===== src/rtl/lsu_pkg.sv =====
// Shared definitions for the load/store sequencer: access-size encodings,
// fault codes, FSM state type and request-classification helpers.
package lsu_pkg;

  // funct3 access encodings
  localparam logic [2:0] LSU_B  = 3'b000;
  localparam logic [2:0] LSU_H  = 3'b001;
  localparam logic [2:0] LSU_W  = 3'b010;
  localparam logic [2:0] LSU_BU = 3'b100;
  localparam logic [2:0] LSU_HU = 3'b101;

  // Fault codes reported on the response channel
  localparam logic [1:0] LSU_OK       = 2'b00;
  localparam logic [1:0] LSU_MISALIGN = 2'b01;
  localparam logic [1:0] LSU_TIMEOUT  = 2'b10;
  localparam logic [1:0] LSU_ILLEGAL  = 2'b11;

  // Sequencer states
  typedef enum logic [2:0] {
    S_IDLE     = 3'd0,
    S_RD_ISSUE = 3'd1,
    S_RD_WAIT  = 3'd2,
    S_WR_ISSUE = 3'd3,
    S_RESP     = 3'd4
  } lsu_state_e;

  // Unsigned variants exist only for loads; everything else is illegal.
  function automatic logic lsu_illegal(input logic store, input logic [2:0] f3);
    logic ok;
    ok = (f3 == LSU_B) || (f3 == LSU_H) || (f3 == LSU_W) ||
         (!store && ((f3 == LSU_BU) || (f3 == LSU_HU)));
    return !ok;
  endfunction

  // Halfwords need an even address, words a 4-byte aligned one.
  function automatic logic lsu_misaligned(input logic [2:0] f3, input logic [1:0] off);
    logic mis;
    mis = 1'b0;
    if (f3[1:0] == 2'b01 && off[0]) mis = 1'b1;
    if (f3[1:0] == 2'b10 && off != 2'b00) mis = 1'b1;
    return mis;
  endfunction

endpackage


===== src/rtl/lsu_align.sv =====
// Byte-lane steering for the sequencer: extracts and extends load data from
// a memory word, and merges partial store data into a read word.
module lsu_align
  import lsu_pkg::*;
(
  input  logic [31:0] rdata_i,
  input  logic [31:0] wdata_i,
  input  logic [1:0]  off_i,
  input  logic [2:0]  funct3_i,
  output logic [31:0] load_data_o,
  output logic [31:0] store_word_o
);

  logic [7:0]  byte_sel;
  logic [15:0] half_sel;

  // Pick the addressed lane, then sign- or zero-extend by access type
  always_comb begin
    byte_sel = rdata_i[{off_i, 3'b000} +: 8];
    half_sel = off_i[1] ? rdata_i[31:16] : rdata_i[15:0];
    case (funct3_i)
      LSU_B:   load_data_o = {{24{byte_sel[7]}}, byte_sel};
      LSU_BU:  load_data_o = {24'h000000, byte_sel};
      LSU_H:   load_data_o = {{16{half_sel[15]}}, half_sel};
      LSU_HU:  load_data_o = {16'h0000, half_sel};
      default: load_data_o = rdata_i;
    endcase
  end

  // Overlay the store bytes onto the word read back from memory
  always_comb begin
    store_word_o = wdata_i;
    case (funct3_i[1:0])
      2'b00: begin
        store_word_o = rdata_i;
        store_word_o[{off_i, 3'b000} +: 8] = wdata_i[7:0];
      end
      2'b01: begin
        store_word_o = rdata_i;
        if (off_i[1]) store_word_o[31:16] = wdata_i[15:0];
        else          store_word_o[15:0]  = wdata_i[15:0];
      end
      default: store_word_o = wdata_i;
    endcase
  end

endmodule


===== src/rtl/lsu_sequencer.sv =====
// Multi-cycle load/store sequencer. Accepts one request at a time, checks
// alignment and encoding, performs word reads (with read-modify-write for
// sub-word stores) and returns the result or a fault to writeback.
module lsu_sequencer
  import lsu_pkg::*;
#(
  parameter int TIMEOUT = 16,
  parameter int CNT_W   = 5
) (
  input  logic        clk_i,
  input  logic        rst_ni,
  input  logic        req_valid_i,
  output logic        req_ready_o,
  input  logic        req_store_i,
  input  logic [2:0]  req_funct3_i,
  input  logic [31:0] req_addr_i,
  input  logic [31:0] req_wdata_i,
  input  logic [4:0]  req_rd_i,
  output logic [31:0] mem_addr_o,
  output logic        mem_rd_en_o,
  input  logic        mem_rvalid_i,
  input  logic [31:0] mem_rdata_i,
  output logic        mem_wr_en_o,
  output logic [31:0] mem_wdata_o,
  output logic        rsp_valid_o,
  input  logic        rsp_ready_i,
  output logic [31:0] rsp_data_o,
  output logic [4:0]  rsp_rd_o,
  output logic        rsp_we_o,
  output logic [1:0]  rsp_fault_o
);

  // Counter value at which the last permitted wait cycle expires
  localparam logic [CNT_W-1:0] CNT_LAST = CNT_W'((TIMEOUT > 0) ? (TIMEOUT - 1) : 0);

  lsu_state_e state_q, state_d;

  // Request capture
  logic [31:0] addr_q, addr_d;
  logic [2:0]  funct3_q, funct3_d;
  logic        store_q, store_d;
  logic [31:0] wdata_q, wdata_d;
  logic [4:0]  rd_q, rd_d;
  logic [CNT_W-1:0] cnt_q, cnt_d;

  // Registered outputs
  logic        req_ready_q, req_ready_d;
  logic [31:0] mem_addr_q, mem_addr_d;
  logic        mem_rd_en_q, mem_rd_en_d;
  logic        mem_wr_en_q, mem_wr_en_d;
  logic [31:0] mem_wdata_q, mem_wdata_d;
  logic        rsp_valid_q, rsp_valid_d;
  logic [31:0] rsp_data_q, rsp_data_d;
  logic [4:0]  rsp_rd_q, rsp_rd_d;
  logic        rsp_we_q, rsp_we_d;
  logic [1:0]  rsp_fault_q, rsp_fault_d;

  logic [31:0] load_data;
  logic [31:0] store_word;

  lsu_align u_align (
    .rdata_i      (mem_rdata_i),
    .wdata_i      (wdata_q),
    .off_i        (addr_q[1:0]),
    .funct3_i     (funct3_q),
    .load_data_o  (load_data),
    .store_word_o (store_word)
  );

  // State, capture and output registers; reset aborts any access at once
  always_ff @(posedge clk_i or negedge rst_ni) begin
    if (!rst_ni) begin
      state_q     <= S_IDLE;
      addr_q      <= '0;
      funct3_q    <= '0;
      store_q     <= 1'b0;
      wdata_q     <= '0;
      rd_q        <= '0;
      cnt_q       <= '0;
      req_ready_q <= 1'b1;
      mem_addr_q  <= '0;
      mem_rd_en_q <= 1'b0;
      mem_wr_en_q <= 1'b0;
      mem_wdata_q <= '0;
      rsp_valid_q <= 1'b0;
      rsp_data_q  <= '0;
      rsp_rd_q    <= '0;
      rsp_we_q    <= 1'b0;
      rsp_fault_q <= LSU_OK;
    end else begin
      state_q     <= state_d;
      addr_q      <= addr_d;
      funct3_q    <= funct3_d;
      store_q     <= store_d;
      wdata_q     <= wdata_d;
      rd_q        <= rd_d;
      cnt_q       <= cnt_d;
      req_ready_q <= req_ready_d;
      mem_addr_q  <= mem_addr_d;
      mem_rd_en_q <= mem_rd_en_d;
      mem_wr_en_q <= mem_wr_en_d;
      mem_wdata_q <= mem_wdata_d;
      rsp_valid_q <= rsp_valid_d;
      rsp_data_q  <= rsp_data_d;
      rsp_rd_q    <= rsp_rd_d;
      rsp_we_q    <= rsp_we_d;
      rsp_fault_q <= rsp_fault_d;
    end
  end

  // Next-state logic; outputs are decoded from the next state so strobes
  // come straight out of flops
  always_comb begin
    state_d     = state_q;
    addr_d      = addr_q;
    funct3_d    = funct3_q;
    store_d     = store_q;
    wdata_d     = wdata_q;
    rd_d        = rd_q;
    cnt_d       = cnt_q;
    rsp_data_d  = rsp_data_q;
    rsp_we_d    = rsp_we_q;
    rsp_fault_d = rsp_fault_q;

    case (state_q)
      S_IDLE: begin
        if (req_valid_i && req_ready_q) begin
          addr_d      = req_addr_i;
          funct3_d    = req_funct3_i;
          store_d     = req_store_i;
          wdata_d     = req_wdata_i;
          rd_d        = req_rd_i;
          rsp_data_d  = '0;
          rsp_we_d    = 1'b0;
          rsp_fault_d = LSU_OK;
          if (lsu_illegal(req_store_i, req_funct3_i)) begin
            rsp_fault_d = LSU_ILLEGAL;
            state_d     = S_RESP;
          end else if (lsu_misaligned(req_funct3_i, req_addr_i[1:0])) begin
            rsp_fault_d = LSU_MISALIGN;
            state_d     = S_RESP;
          end else if (req_store_i && req_funct3_i == LSU_W) begin
            state_d = S_WR_ISSUE;
          end else begin
            state_d = S_RD_ISSUE;
          end
        end
      end
      S_RD_ISSUE: begin
        cnt_d   = '0;
        state_d = S_RD_WAIT;
      end
      S_RD_WAIT: begin
        if (mem_rvalid_i) begin
          if (store_q) begin
            wdata_d = store_word;
            state_d = S_WR_ISSUE;
          end else begin
            rsp_data_d = load_data;
            rsp_we_d   = 1'b1;
            state_d    = S_RESP;
          end
        end else if (TIMEOUT > 0 && cnt_q == CNT_LAST) begin
          rsp_fault_d = LSU_TIMEOUT;
          state_d     = S_RESP;
        end else begin
          cnt_d = cnt_q + CNT_W'(1);
        end
      end
      S_WR_ISSUE: begin
        state_d = S_RESP;
      end
      S_RESP: begin
        if (rsp_ready_i) begin
          rsp_data_d  = '0;
          rsp_we_d    = 1'b0;
          rsp_fault_d = LSU_OK;
          state_d     = S_IDLE;
        end
      end
      default: state_d = S_IDLE;
    endcase

    req_ready_d = (state_d == S_IDLE);
    mem_rd_en_d = (state_d == S_RD_ISSUE);
    mem_wr_en_d = (state_d == S_WR_ISSUE);
    mem_addr_d  = '0;
    if (state_d == S_RD_ISSUE || state_d == S_RD_WAIT || state_d == S_WR_ISSUE) begin
      mem_addr_d = {addr_d[31:2], 2'b00};
    end
    mem_wdata_d = (state_d == S_WR_ISSUE) ? wdata_d : '0;
    rsp_valid_d = (state_d == S_RESP);
    rsp_rd_d    = (state_d == S_RESP) ? rd_d : '0;
  end

  assign req_ready_o = req_ready_q;
  assign mem_addr_o  = mem_addr_q;
  assign mem_rd_en_o = mem_rd_en_q;
  assign mem_wr_en_o = mem_wr_en_q;
  assign mem_wdata_o = mem_wdata_q;
  assign rsp_valid_o = rsp_valid_q;
  assign rsp_data_o  = rsp_data_q;
  assign rsp_rd_o    = rsp_rd_q;
  assign rsp_we_o    = rsp_we_q;
  assign rsp_fault_o = rsp_fault_q;

endmodule

===== config.mk =====
export PLATFORM = sky130hd
export DESIGN_NAME = lsu_sequencer
export DESIGN_NICKNAME = d
export VERILOG_FILES = /design/src/rtl/lsu_pkg.sv /design/src/rtl/lsu_align.sv /design/src/rtl/lsu_sequencer.sv
export SDC_FILE = /design/constraint.sdc
export NUM_CORES = 1
export LEC_CHECK = 0
export CAP_MARGIN = 10
export CORE_MARGIN = 3
export CORE_UTILIZATION = 45
export CTS_CLUSTER_DIAMETER = 100
export DETAILED_ROUTE_END_ITERATION = 16
export GPL_ROUTABILITY_DRIVEN = 0
export MAX_ROUTING_LAYER = met4
export PLACE_DENSITY = 0.89
export SLEW_MARGIN = 5
export SYNTH_ARGS = -nofsm -noshare
export SYNTH_HDL_FRONTEND = slang
export SYNTH_HIERARCHICAL = 1
export SYNTH_SLANG_ARGS = --single-unit
export TNS_END_PERCENT = 5

===== constraint.sdc =====
create_clock -name clk_i -period 2.7 [get_ports clk_i]
set_clock_uncertainty 0.05 [all_clocks]
set_input_delay 0.675 -clock clk_i [delete_from_list [all_inputs] [get_ports clk_i]]
set_output_delay 0.675 -clock clk_i [all_outputs]
set_load 0.1 [all_outputs]

Word level (Yosys, flattened, before mapping)
Index checks and enable logic that the tools add are counted.
{ "word_totals": {"elab_cells": 124, "regBits": 189, "input_bits": 110} }
{ "op_classes": {"reduce_logical": 24, "n_eq_ne": 26, "muxes": 51, "shift": 3, "addsub": 2} }
{ "op_table": {"columns": ["op", "n"], "rows": [
  ["$mux 32", 11],
  ["$pmux 32 s2", 2],
  ["$pmux 32 s4", 1],
  ["$pmux 32 s3", 1],
  ["$mux 16", 3],
  ["$bwmux 32", 1],
  ["$shift 8x7->32 const A", 1],
  ["$shiftx 32x6->8", 1],
  ["$shiftx 8x7->32", 1],
  ["$mux 5", 5],
  ["$mux 3", 7],
  ["$eq 3x3->1 const B", 6],
  ["$eq 3x2->1 const B", 5],
  ["$pmux 3 s5", 1],
  ["$ne 2x2->1 const B", 7],
  ["$eq 3x1->1 const B", 4],
  ["$logic_not 3->1", 4],
  ["$mux 2", 6],
  ["$mux 1", 10],
  ["$pmux 5 s2", 1],
  ["$reduce_and 5->1", 2],
  ["$neg 5->7", 1],
  ["$logic_or 1x1->1", 6],
  ["$pmux 2 s3", 1],
  ["other kinds (12)", 18]
]} }

Depth between registers and ports, before layout
{ "logic_depth": {"ltp_word": 15, "mapped_depth": 11, "depth_no_buf": 8} }

Cells and area by module
Netlist, hierarchy kept.
{ "by_module_without_submodules": {"columns": ["mod", "area_each_um2", "n_inst", "cells_each", "seq_area_each_um2"], "rows": [
  ["lsu_sequencer", 7019.2, 1, 496, 4680.7],
  ["lsu_align", 1765.4, 1, 259, 0.0]
]} }

Least setup slack after synthesis
No wires, ideal clock.
{ "synth_timing": {"kind": "register -> register", "from": "reg addr_q[1]", "to": "reg mem_wdata_q[1] (netlist: mem_wdata_o[1])", "arrival_ps": 2371, "setup_ps": 127, "path_stages_with_launch": 11, "path_slack_ps": 151, "path_cell_list": "dfrtp_1 -> buf_4 -> buf_4 -> inv_1 -> ha_1 -> nor2_1 -> a211o_1 -> a22o_1 -> and3_1 -> a221o_1 -> nor2b_1"} }
{ "synth_via": {"elab_chain_cells": 8, "elab_cells_between_ends": 10, "classes_between": "1 x add/sub; 2 x shift; 7 x mux"} }
{ "synth_rtl": {"columns": ["item", "line_no", "source"], "rows": [
  ["start: declaration", "lsu_sequencer.sv:39", "logic [31:0] addr_q, addr_d;"],
  ["start signal: assignment", "lsu_sequencer.sv:92", "addr_q <= addr_d;"],
  ["$neg 5->7", "lsu_align.sv:36", "store_word_o[{off_i, 3'b000} +: 8] = wdata_i[7:0];"],
  ["$shiftx 8x7->32 / $shift 8x7->32 (equally long branches)", "lsu_align.sv:36", null],
  ["$bwmux 32", "lsu_align.sv:36", null],
  ["$pmux 32 s2 (*)", "lsu_align.sv:33", "case (funct3_i[1:0])"],
  ["named net store_word[1]", "lsu_sequencer.sv:59", "logic [31:0] store_word;"],
  ["$mux 32 (*)", "lsu_sequencer.sv:155", "if (store_q) begin"],
  ["$mux 32 (*)", "lsu_sequencer.sv:154", "if (mem_rvalid_i) begin"],
  ["$pmux 32 s2 (*)", "lsu_sequencer.sv:125", "case (state_q)"],
  ["named net wdata_d[1]", "lsu_sequencer.sv:42", "logic [31:0] wdata_q, wdata_d;"],
  ["$mux 32 (*)", "lsu_sequencer.sv:191", "mem_wdata_d = (state_d == S_WR_ISSUE) ? wdata_d : '0;"],
  ["named net mem_wdata_d[1]", "lsu_sequencer.sv:51", "logic [31:0] mem_wdata_q, mem_wdata_d;"],
  ["end signal: assignment", "lsu_sequencer.sv:102", "mem_wdata_q <= mem_wdata_d;"],
  ["end: declaration", "lsu_sequencer.sv:51", null]
]} }
The timed path passes the listed nets; every way through them passes the cells marked *.
A chain may end at the register's enable or synchronous reset.

Final worst setup path
{ "layout_timing": {"from": "reg addr_q[1]", "to": "reg mem_wdata_q[14] (netlist: mem_wdata_o[14])"} }
Same word-level chain as after synthesis.

==> summary.txt <==
Status
  • Status: finished clean

Critical path
  • Critical path data required time: 2970 ps
  • Worst reg2reg path startpoint: addr_q[1]
  • CP arrival: 2790 ps
  • CP endpoint kind: flip-flop
  • Crit Path Max Fanout: 22
  • R2r setup slk: 180 ps
  • Worst Setup Start Kind: flip-flop
  • Crit path to: mem_wdata_o[14]
  • Worst Reg2Reg Path Length in Cells: 7
  • Critical path class: reg2reg
  • RR Endpoint: mem_wdata_o[14]
  • Origin of the worst setup path: addr_q[1]

Synthesis
  • Async set-reset flop share out of synthesis: 100%
  • Post-Synthesis Cells: 755
  • Post-synth EDFFs: 0
  • Yosys reg bits: 187
  • Sequential fraction of the synthesis area: 53.3%
  • Post-synth top area share: 53.0%
  • Main synth FF type: dfrtp_1
  • Yosys cell types: 67
  • Synthesized cell area: 0.00878 mm^2
  • Count leader, synth: dfrtp_1
  • Syn. warnings: 6
  • Synth area leader: dfrtp_1
  • Synth cell count leaders: dfrtp_1 (186), nor2b_1 (88), mux2_2 (46), nand2_1 (46), a221o_1 (45)
  • Avg Cell Area, Syn: 11.6 um^2
  • Synth area leaders: dfrtp_1 (53%), nor2b_1 (6.3%), mux2_2 (5.9%)

Layout
  • Fin nets: 1088
  • Final Util: 61.8%
  • Multi-input gate area: 0.00377 mm^2
  • Share of cells above drive strength 1: 25.1%
  • P&R area growth vs syn: 33.4%
  • FF/Latch Area: 0.00468 mm^2
  • Fin cells: 1244
  • Fillers: 1485

Die
  • Core area: 0.0190 mm^2
  • Cell row count: 50
  • Chip Width: 146 um
  • Die Y: 146 um
  • Area of the die: 0.0212 mm^2
  • I/O pin cnt: 218
  • Initial core utilization: 46.3%

CTS
  • Clock sink count: 187
  • Post-CTS Setup Bufs: 0
  • CTS tree: built
  • Worst skew pair latency: 430 ps
  • Clock Tree Buf Depth: 2
  • Root Buffer: clkbuf_16
  • # H-tree levels: 4
  • Total clock buffers created by CTS: 17
  • Worst-path clk slew: 70 ps

STA
  • Fmax: 397 MHz
  • Final worst slack: 181 ps
  • Slew Limit Fails: 0
  • Hold_ws: 117 ps
  • Worst slew margin relative to its limit: 53.2%
  • Final hold vios: 0
  • Minimum clock period: 2520 ps
  • Worst-margin pin slew: 700 ps
  • Period utilisation layout: 93.3%
  • Final setup violation count: 0
  • RSZ-0062 raised after global routing: no

Pwr
  • PD cells: 1300 mW/mm^2
  • VDD IR-drop max: 0.000705 V
  • Leakage: 0.00549 uW

GRT
  • Vias in the first global route: 7302
  • Tot GR Track Use: 24.6%
  • Initial antenna violation count: 2
  • Grt ovf: 0
  • Pin count of the biggest net entering global routing: 76
  • First-pass GRT wire length: 40.6 mm

Placement
  • Placed cells: 1211
  • Dpl hpwl: 18.3 mm
  • Buffers on Ports: 215
  • Worst slack, placed: -292 ps

Drt
  • Initial drt markers: 923
  • Antenna Nets Post-Route: 0
  • Via density: 5.83
  • WL/cell: 20.7 um
  • Via Count: 7258
  • Post-Route WL: 25.8 mm
  • First-pass DRT Iterations: 5
  • DR DRC count: 0

Job
  • Max-capacitance violation count: 0

Worst hold path
  • Hold Path Class: in2async
## stage by stage
step	setup TNS, ps	area [um^2]	power [uW]
after detailed placement	-7400	11100	12600
final	0	11700	15200
after global routing	0	11700	15900
after floorplan	0	8790	10500
after global placement	-4630	11100	12400
after CTS	0	11700	15200
## cells in the final DEF, fill, tap and decap left out, types with 8 or more instances in the layout
cell / Yosys / layout
a21oi_1: 22 / 22
o211ai_1: 19 / 19
buf_12: 0 / 8
nor2_1: 15 / 14
nand2_1: 46 / 46
nor2b_1: 88 / 88
a221o_1: 45 / 45
a22o_1: 40 / 40
clkbuf_16: 0 / 17
nor3_1: 8 / 8
dfrtp_1: 186 / 186
mux2_2: 46 / 46
o221ai_1: 19 / 19
o21ai_0: 8 / 8
and3_1: 35 / 35
clkdlybuf4s50_1: 0 / 108
buf_4: 7 / 138
inv_1: 17 / 17
mux2i_1: 23 / 23
## final cells by class
| cell class | instances | area share, % |
|---|---|---|
| Sequential cell | 187 | 39.9 |
| Clock inverter | 12 | 1.20 |
| Timing Repair Buffer | 256 | 19.7 |
| Tap cell | 260 | 2.78 |
| Multi-Input combinational cell | 492 | 32.2 |
| Inverter | 17 | 0.545 |
| Clock buffer | 18 | 3.66 |
| Antenna cell | 2 | 0.0427 |
## repair_timing
item / in CTS / in global routing
gates resized for setup: 1 / 1
setup endpoints to repair: 1 / 1
hold buffers: 0 / 0
## state kept, by name (all words and copies together), names as in the netlist, 2 cells and up
signal	cells
wdata_q	32
addr_q	32
cnt_q	5
funct3_q	3
mem_wdata_o	32
rsp_data_o	32
rsp_rd_o	5
rsp_fault_o	2
rd_q	5
state_q	3
mem_addr_o	30
## kinds of logic after synthesis
logic type               synth area share [%]
AND/OR/NAND/NOR                          15.0
buffers and inverters                    4.16
other                                  0.0427
AO/OA/AOI/OAI                            17.8
flip-flops                               53.3
adder cells (fa/ha/maj)                 0.997
multiplexers                             8.65
XOR/XNOR                               0.0997
## critical path: stages (launching register included)
cell	delay [ps]
dfrtp_1	400
buf_4	360
nor2b_2	150
or2_0	430
a221o_1	450
and3_1	150
a221o_1	280
nor2b_1	130
## worst min path at each step
stage,from,endpoint,cells after the start
CTS,rst_ni,mem_addr_o[20],1
global placement,cnt_q[4],cnt_q[4],2
floorplan,rst_ni,addr_q[0],0
detailed placement,rsp_we_o,rsp_we_o,1
finish,rst_ni,mem_addr_o[20],1
global route,rst_ni,mem_addr_o[20],1
## power by group
group / internal, uW / total [uW] / switching [uW]
Sequential: 3730 / 4350 / 619
Combinational: 2860 / 8410 / 5550
Clock: 1370 / 2480 / 1110
Total: 7960 / 15200 / 7280
## layer usage
layer	track usage [%]	part of all wire [%]
met1	31.7	41
met2	37.8	48
met3	5.85	7.9
met4	9.59	3.5
met5	-	0
Power figures use the tool's default switching activity.
==> variant, RTL diff (same settings) <==
The 5 states of `lsu_state_e` get a Gray code encoding in 3 bits.
--- a/src/rtl/lsu_pkg.sv
+++ b/src/rtl/lsu_pkg.sv
@@ -18,9 +18,9 @@
   // Sequencer states
   typedef enum logic [2:0] {
-    S_IDLE     = 3'd0,
-    S_RD_ISSUE = 3'd1,
-    S_RD_WAIT  = 3'd2,
-    S_WR_ISSUE = 3'd3,
-    S_RESP     = 3'd4
+    S_IDLE     = 3'b000,
+    S_RD_ISSUE = 3'b001,
+    S_RD_WAIT  = 3'b011,
+    S_WR_ISSUE = 3'b010,
+    S_RESP     = 3'b110
   } lsu_state_e;
 
Check against the original RTL: same outputs for any inputs over 4 cycles, from zero or initial values and one cycle with rst_ni low; so few cycles prove little.
==> variant against the unedited design <==
  * Wire length up 4.2%
  * Setup slack better by 0.050 ns
  * Critical path depth unchanged
  * Sequential cell count unchanged
  * Critical endpoint is now mem_wdata_o[17]
  * Final area up 1.7%
  * Fmax up 2.0%
  * Die area up 2.2%
  * Synthesized area up 2.3%
  * Total power up 2.0%
  * Count of clock-buffer cells in the layout up 2
==> variant: results (changes against the unedited design) <==
metric,value,unit,change
status,"finished, final reports clean",,
"setup slack, reg-to-reg",0.23,ns,+0.05 ns
Internal,7.811,mW,-1.9%
Critical Path Start,addr_q[1],,
GRT Util Overall,24.95,%,+0.38 points
Power Sequential,4.27,mW,-2%
ranking of synthesized cells by area,"dfrtp_1, mux2i_1, mux2_2, nor2b_1, inv_1",,
dpl hpwl,19410,um,+5.8%
Crit Path Max Fanout,8,,-64%
Yosys cell types,62,,-7.5%
clkbuf count,20,,+2
drt pass-1 iters,8,,+3
most frequent cells after synthesis,"dfrtp_1, inv_1, nand2_1",,
"Slew Viols, Final",0,,unchanged
Worst Reg2Reg Path Length in Cells,7,,unchanged
Vias/cell,5.749,,-1.5%
Final Power,15.55,mW,+2.0%
ANT cells,2,,unchanged
Sink Count,187,,unchanged
fraction of area in multi-input gates,30.83,%,-1.3 points
Cells after DPL,1288,,+6.4%
sequential area share after synthesis,52.11,%,-1.2 points
P_leak,5.546,nW,+0.95%
post-CTS setup buffers,0,,unchanged
drt initial violations,1163,,+26%
Total Routed Length,26860,um,+4.2%
hold slack,0.1734,ns,+0.05611 ns
Port Buf Inserts,215,,unchanged
met3 usage,8.760,%,+2.9 points
CTS max path bufs,2,,unchanged
Top Consumer,combinational cells,,
Peak VDD IR,0.7736,mV,+9.7%
Clock Power,2.45,mW,
Worst Hold Class,in -> async,,
Resize count post-CTS,0,,-1
Slew headroom,48.89,%,-4.3 points
Repair and plain buffers,254,,-0.78%
GRT met2 Usage,38.20,%,+0.43 points
fraction of layout cells with a size suffix above 1,22.84,%,-2.2 points
WL/cell,20.32,um,-2.0%
Placement Setup Slack,0.02536,ns,+0.3172 ns
met1 Use GR,30.46,%,-1.3 points
vias in the first global route,7573,,+3.7%
clk cell area share,4.745,%,-0.11 points
register area,0.004681,mm2,unchanged
Logic inverters,87,,+70
R2R Path End,mem_wdata_o[17],,
Signal buf overhead,19.58,%,-0.078 points
Post-Syn Instances,829,,+9.8%
#MultiIn Comb,495,,+0.61%
fillcell total,1541,,+3.8%
Critical Path AT,2.76,ns,-0.03 ns
final net count,1159,,+6.5%
largest net degree at the start of global routing,58,,-24%
Root Buffer Master,clkbuf_16,,
CP peak stage delay,0.65,ns,+0.20 ns
"slowest stage cell, crit path",nor4bb_2,,
Syn. warnings,6,,unchanged
global-route wire length before repair,41340,um,+1.9%
-- variant: changes by cell type after synthesis, moves of 5 or more --
cell,delta
nor2b_1,-32
nand2_1,+37
clkbuf_1,+5
and3_1,-31
a222oi_1,+32
nor3_1,+32
a22o_1,-32
buf_2,-10
a221o_1,-32
mux2i_1,+36
inv_1,+70
-- variant: cells by family after synthesis --
kind of cell             Yosys count  share of synthesized area [%]
AO/OA/AOI/OAI                    154                          14.12
buffers and inverters            148                          7.341
multiplexers                     102                          11.97
other                              1                        0.04175
flip-flops                       187                          52.11
adder cells (fa/ha/maj)            7                         0.9750
XOR/XNOR                           1                        0.09752
AND/OR/NAND/NOR                  229                          13.34
-- variant: worst max-delay path, delay by kind of cell, from the launching register on --
kind	cells	cell delay, ns
and+or+nand+nor	2	0.85
adders and majority gates	1	0.36
buffers and inverters	1	0.10
AOI/OAI and AO/OA	3	0.59
DFF	1	0.42
-- variant: how the worst max path moves through the flow --
stage / cells past startpoint / end / slack (ns)
3_5_place_dp: 6 / mem_wdata_o[2] / 0.03
2_1_floorplan: 9 / mem_wdata_o[3] / 0.23
6_report: 7 / mem_wdata_o[17] / 0.23
3_3_place_gp: 7 / mem_wdata_o[24] / -0.05
5_1_grt: 7 / mem_wdata_o[17] / 0.12
4_1_cts: 7 / mem_wdata_o[17] / 0.02
-- variant: per-stage QoR --
step	cell area [um2]	setup TNS, ns
after floorplan	8986	0
after global placement	11320	-0.1594
after detailed placement	11330	0
after CTS	11900	0
after global routing	11920	0
final	11920	0
-- variant: metal layers --
layer,routed length [um],vias to the layer above
li1,-,3359
met1,10340,3659
met2,12280,497
met3,3174,85
met4,1055,0
met5,0,-
